$ cat config.mk
export PLATFORM = sky130hd
export DESIGN_NAME = vol_scaler
export DESIGN_NICKNAME = d
export VERILOG_FILES = /design/src/rtl/vol_scaler.sv
export SDC_FILE = /design/constraint.sdc
export NUM_CORES = 1
export LEC_CHECK = 0
export BUFFER_PORTS_ARGS = -buffer_cell sky130_fd_sc_hd__buf_2
export CAP_MARGIN = 20
export CORE_ASPECT_RATIO = 1.25
export CORE_MARGIN = 4
export CORE_UTILIZATION = 25
export CTS_BUF_LIST = sky130_fd_sc_hd__clkbuf_8
export CTS_CLUSTER_DIAMETER = 120
export DETAILED_ROUTE_END_ITERATION = 6
export GPL_TIMING_DRIVEN = 1
export SYNTH_ARGS = -nofsm -noshare
export SYNTH_HDL_FRONTEND = slang
export SYNTH_SLANG_ARGS = --single-unit
$ cat constraint.sdc
create_clock -name clk -period 3.21 [get_ports clk]
set_clock_uncertainty 0.05 [all_clocks]
set_input_delay 0.321 -clock clk [delete_from_list [all_inputs] [get_ports clk]]
set_output_delay 0.321 -clock clk [all_outputs]
set_load 0.005 [all_outputs]
$ cat src/rtl/vol_scaler.sv
// Volume scaler: a 2-stage valid/ready pipeline that multiplies each sample by gain/4, saturates it and counts clips.
// Gain ramping is optional: define VOL_SCALER_RAMP_EN to step cur_gain toward scale once every RAMP_LEN accepted samples.
module vol_scaler #(
  parameter int DW       = 16,
  parameter int RAMP_LEN = 64
) (
  input  logic                 clk,
  input  logic                 rst,
  input  logic [2:0]           scale,
  input  logic signed [DW-1:0] in_smpl,
  input  logic                 in_vld,
  output logic                 in_rdy,
  output logic signed [DW-1:0] out_smpl,
  output logic                 out_vld,
  input  logic                 out_rdy,
  input  logic                 clip_clr,
  output logic [7:0]           clip_cnt,
  output logic                 ramp_busy
);

  localparam int PW = DW + 3;
  localparam logic signed [DW-1:0] SMPL_MAX = {1'b0, {(DW-1){1'b1}}};
  localparam logic signed [DW-1:0] SMPL_MIN = {1'b1, {(DW-1){1'b0}}};

  if (RAMP_LEN < 2 || RAMP_LEN > 1024 || (RAMP_LEN & (RAMP_LEN - 1)) != 0) begin : g_bad_ramp_len
    $error("vol_scaler: RAMP_LEN must be a power of two in 2..1024");
  end

  logic [2:0]           cur_gain;
  logic                 s1_vld;
  logic                 s2_vld;
  logic                 s1_adv;
  logic                 s2_adv;
  logic                 accept;
  logic signed [PW-1:0] prod;
  logic signed [PW-1:0] s1_prod;
  logic signed [PW-1:0] shifted;
  logic signed [DW-1:0] s2_smpl;
  logic signed [DW-1:0] sat_smpl;
  logic                 sat_hit;

  // S2 frees up when empty or draining; S1 may then move into it, which also frees S1 for a new sample.
  assign s2_adv = !s2_vld || out_rdy;
  assign s1_adv = !s1_vld || s2_adv;
  assign in_rdy = !rst && s1_adv;
  assign accept = in_vld && in_rdy;

  // The gain code is unsigned 0..7, so widen it with a zero sign bit before the signed multiply.
  assign prod    = PW'(in_smpl) * PW'($signed({1'b0, cur_gain}));
  assign shifted = s1_prod >>> 2;

  always_comb begin
    // NOTE: every output of this block gets a default first, so no path leaves one unassigned and no latch is inferred.
    sat_hit  = 1'b0;
    sat_smpl = shifted[DW-1:0];
    // The result fits in DW bits only when all bits above the DW-bit sign position agree with it.
    if (!(&shifted[PW-1:DW-1]) && (|shifted[PW-1:DW-1])) begin
      sat_hit  = 1'b1;
      sat_smpl = shifted[PW-1] ? SMPL_MIN : SMPL_MAX;
    end
  end

  // NOTE: sequential state uses non-blocking assignments so every register samples pre-edge values.
  always_ff @(posedge clk) begin
    if (rst) begin
      s1_vld   <= 1'b0;
      s2_vld   <= 1'b0;
      s2_smpl  <= '0;
      clip_cnt <= '0;
    end else begin
      if (s1_adv) begin
        s1_vld <= accept;
      end
      if (s2_adv) begin
        s2_vld <= s1_vld;
        if (s1_vld) begin
          s2_smpl <= sat_smpl;
        end
      end
      if (clip_clr) begin
        clip_cnt <= '0;
      end else if (s2_adv && s1_vld && sat_hit && clip_cnt != 8'hFF) begin
        clip_cnt <= clip_cnt + 8'd1;
      end
    end
  end

  // NOTE: the product register is datapath only and is left unreset; s1_vld qualifies it.
  always_ff @(posedge clk) begin
    if (accept) begin
      s1_prod <= prod;
    end
  end

  assign out_smpl = s2_smpl;
  assign out_vld  = s2_vld;

`ifdef VOL_SCALER_RAMP_EN
  localparam int CW = $clog2(RAMP_LEN);

  logic [2:0]    gain_q;
  logic [CW-1:0] ramp_cnt;

  // Only accepted samples pace the ramp, so an idle input freezes the gain; a new scale redirects it mid-count.
  always_ff @(posedge clk) begin
    if (rst) begin
      gain_q   <= 3'd5;
      ramp_cnt <= '0;
    end else if (gain_q == scale) begin
      ramp_cnt <= '0;
    end else if (accept) begin
      if (ramp_cnt == CW'(RAMP_LEN - 1)) begin
        ramp_cnt <= '0;
        gain_q   <= (scale > gain_q) ? gain_q + 3'd1 : gain_q - 3'd1;
      end else begin
        ramp_cnt <= ramp_cnt + CW'(1);
      end
    end
  end

  assign cur_gain  = gain_q;
  assign ramp_busy = (gain_q != scale);
`else
  assign cur_gain  = scale;
  assign ramp_busy = 1'b0;
`endif

endmodule

Word level (Yosys, flattened, before mapping)
Index checks and enable logic that the tools add are counted.

word-level totals
  word-level logic and storage cells = 27
  register bits = 45
  input bits = 24

cells by class
  mux-type cells = 3
  reductions and logical operators = 16
  eq/ne operators = 1
  add/sub/neg operators = 1
  multipliers = 1

operators with widths
  cell                                                           count
  16-bit two-way mux                                             2
  16-bit by 4-bit multiplier with 19-bit output                  1
  8-bit by 1-bit adder with 8-bit output, second input constant  1
  8-bit != test, second input constant                           1
  1-bit logical AND                                              6
  1-bit zero test                                                4
  2-bit AND reduction                                            2
  2-bit OR reduction                                             2
  1-bit logical OR                                               2
  1-bit two-way mux                                              1

Depth between registers and ports, before layout
  depth in word-level cells = 6
  gate-level depth with buffers = 14

Worst setup path before layout
OpenSTA, ideal clock, no wires.

  path type = in2reg
  start point = input port scale[1]
  end point = register s1_prod[14] (data pin)
  stages = 13
  path buffers = 1
  path slack = -0.178 ns
  arrival time = 3.076 ns
  cells stage by stage = clkbuf_1 and2_1 ha_1 inv_1 fa_1 inv_1 ha_1 o211ai_2 a21oi_2 o41a_1 a21bo_2 a2111oi_4 nor2_1

on the way
  longest elaborated chain between the ends = 1

ends and longest elaborated chain
  element                                        RTL line  text
  start, declared                                9         input logic [2:0] scale,
  16-bit by 4-bit multiplier with 19-bit output  49        assign prod = PW'(in_smpl) * PW'($signed({1'b0, cur_gain}));
  named net prod[14]                             35        logic signed [PW-1:0] prod;
  end signal, assigned                           91        s1_prod <= prod;
  end, declared                                  36        logic signed [PW-1:0] s1_prod;

The timed path passes the listed nets, and every way through them passes these cells.
A chain may end at the register's enable or synchronous reset.

Worst setup path after layout
  start point = input port scale[2]
  end point = register s1_prod[14] (data pin)

Same word-level chain as after synthesis.

==> impl_results.md <==
- Placeable Area: 0.01335 sq mm
- Yosys top cell area share: 15.16%
- Synth warn: 0
- Die area: 0.01568 sq mm
- # nets final: roughly 540
- Max_cap viols: 0
- Avg Inst Size Synth: about 8.8 sq um
- Post-CTS setup buffers: 0
- Initial Utilization: 25.72%
- PwrDens: roughly 380 mW/mm^2
- Setup Viol. Count Final: 0
- DRC Markers: 0
- Area of the multi-input gates: 0.002181 sq mm
- Rel. slew slack: between 30% and 40%
- Critical path cell sequence: buf_2, and2_1, ha_1, inv_1, fa_1, inv_1, ha_4, a21o_1, o41a_1, a21bo_2, a2111oi_4, nor2_1
- Area Overhead vs Synth: 23.40%
- Hold Crit Class: in2reg
- CTS tree: built
- Iteration-0 DRC Markers: 146
- Via-to-Cell Ratio: between 4 and 5
- Max stage delay on crit path: between 500 and 600 ps
- Count leader, synth: inv_1
- Reg area: 0.001031 sq mm
- Yosys cell types: 48
- Fin crit share: between 90 and 100%
- Fill cell count: 1384
- Register area share after synthesis: 30.03%
- Top FF cell, synth: dfxtp_1
- Flops & latches, synth: 43
- DP Area: 0.004155 sq mm
- Most instantiated cells after synthesis: 63 x inv_1, 38 x nor2_1, 36 x ha_1
- Slew Limit Fails: 0
- Hold Crit Depth: 3
- CTS Hold Buffers Added: 0
- Tot GR Track Use: 9.251%
- Post-DRT Antenna Nets: 0
- Vias in the first global route: about 2700
- Cell mode on critical path: inv_1
- Worst hold start: in_vld
- Row cnt: 47
- Crit Reg-Reg Startpoint: s1_prod[18]
- Static Leak: 0.002038 uW
- # resized after CTS: 0
- Worst r2r dst: clip_cnt[5]
- Post-layout minimum cycle time: 3010 ps
- RSZ-0062 raised after global routing: no
- Number of clock sinks: 43
- First-pass GRT wire length: 12520 microns
- Clock tree buffer depth: 2
- H-tree levels: 2
- Antenna cells: 0
- Core Util, Final: 31.74%
- Final hold slack: 226.4 ps
- Pin count of the biggest net entering global routing: 33
- Num CTS Buffers: 5
- Total chip power: 1600 uW
- I/O Pins: around 50
- Cell chosen for the clock root: clkbuf_8
- Post-synth top area cell: dfxtp_1
- Async SR Flop Fraction: 0%
- Routed Wire Length: between 7000 and 8000 microns
- Clock Latency Late Sink: 290 ps
- DIE WIDTH: ~110 microns
- Top cells by area, synth: dfxtp_1 15%, edfxtp_1 15%, ha_1 13%, fa_1 9.3%, inv_1 6.9%
- Critical Path RT: 3200 ps
- CP Max Fanout: 16
- Overflow after GRT: 0
- Syn Inst Count: 392
- Design area: 0.004237 sq mm
- Reg2reg setup slack: about 1000 ps
- Slowest stage cell on the critical path: fa_1
- Number of synthesized flops with an enable pin: 17
- Count of final hold-check violations: 0
- Die span in y: 139.0 microns
- Via Count: about 2700
- Number of antenna violations at the first check in global routing: 0
- Clock Pin Slew Worst Setup and Hold Paths: 80 ps
- Placer Congestion: 0.8518
- Worst Tran Pin Value: approximately 990 ps
- Synthesized area: roughly 0.0034 sq mm
- Peak supply drop: 0.1610 mV
- Crit Path Category: in2reg
- Max Clock Freq: 332.3 MHz
- Critical path arrival: 3000 ps
- Routed wire per std cell: between 10 and 15 microns
- Port bufs: 49
- Worst Reg-to-Reg Cells: 7
- WHS Endpoint: s1_vld
- Router iterations before antenna repair: 4
- Share of layout cells above drive strength 1: 21.84%
- Synthesized net count: 468
- Worst Setup Start Kind: input pin
- Outcome: finished, final reports clean
- HPWL Detailed: 6054 microns
- Crit end category: flop
==> state kept, by name (all words and copies together), names as in the netlist <==
name	cells
out_smpl	16
s1_prod	17
out_vld	1
s1_vld	1
clip_cnt	8
==> metal layers <==
metal / wire [microns] / GRT usage (%) / share of wire (%)
met5: 0 / 0 / 0
met4: 79 / 1.962 / 1.1
met3: 355 / 1.571 / 5.0
met2: 3209 / 15.20 / 45
met1: 3454 / 12.74 / 49
==> metrics by stage <==
stage	std cells	TNS, ps	worst slack [ps]
after floorplan	392	0	3.440
after global placement	630	-260.7	-89.80
after detailed placement	630	-542.9	-136.6
after CTS	638	0	163.1
after global routing	638	0	38.73
final	638	0	200.4
==> worst max-delay path: cells and delay by family <==
family	cells	cell delay, ps
simple gates	2	220
compound gates	4	1130
buf+inv	3	280
fa+ha+maj	3	1040
==> worst max path at each step <==
stage	startpoint	end	slack [ps]	depth (start not counted)
4_1_cts	scale[2]	s1_prod[17]	160	13
6_report	scale[2]	s1_prod[14]	200	12
5_1_grt	scale[2]	s1_prod[17]	40	13
3_5_place_dp	scale[2]	s1_prod[17]	-140	13
3_3_place_gp	scale[2]	s1_prod[14]	-90	12
2_1_floorplan	scale[2]	s1_prod[14]	3	12
==> final cells by class <==
cell class / count / share of cell area [%]
timing repair buffer: 82 / 11.64
inverter: 63 / 5.582
clock inverter: 3 / 0.2953
multi-input combinational: 271 / 51.48
clock buffer: 5 / 1.624
sequential: 43 / 24.34
tap: 171 / 5.050
==> kinds of logic (layout without fill, tap and decap cells) <==
logic type | after synthesis | count (layout) | share of synthesized area [%]
xor+xnor | 18 | 18 | 4.592
fa+ha+maj | 52 | 52 | 22.45
buf+inv | 78 | 153 | 8.637
simple gates | 117 | 117 | 17.57
mux | 1 | 1 | 0.2916
flops | 43 | 43 | 30.03
compound gates | 82 | 82 | 16.33
other cells | 1 | 1 | 0.1092
==> report_power, final <==
group	internal, uW	switching, uW
registers	630	17.2
clock network	146	168
logic	306	333
total	1080	518
==> cells in the final DEF, fill, tap and decap left out, types with 2 or more instances in the layout <==
master and n:
a211oi_1 17, a21o_1 9, a21oi_1 29, a31oi_1 4, and2_1 33, and3_1 2, buf_2 49, buf_4 33
clkbuf_8 5, dfxtp_1 26, edfxtp_1 17, fa_1 16, ha_1 30, ha_4 6, inv_1 65, nand2_1 20
nand2b_1 3, nand3_1 3, nand4_1 6, nor2_1 38, o21a_1 2, o21ai_0 9, or3_1 2, xnor2_1 11
xor2_1 7
No activity file was read; power rests on OpenSTA's default activity.
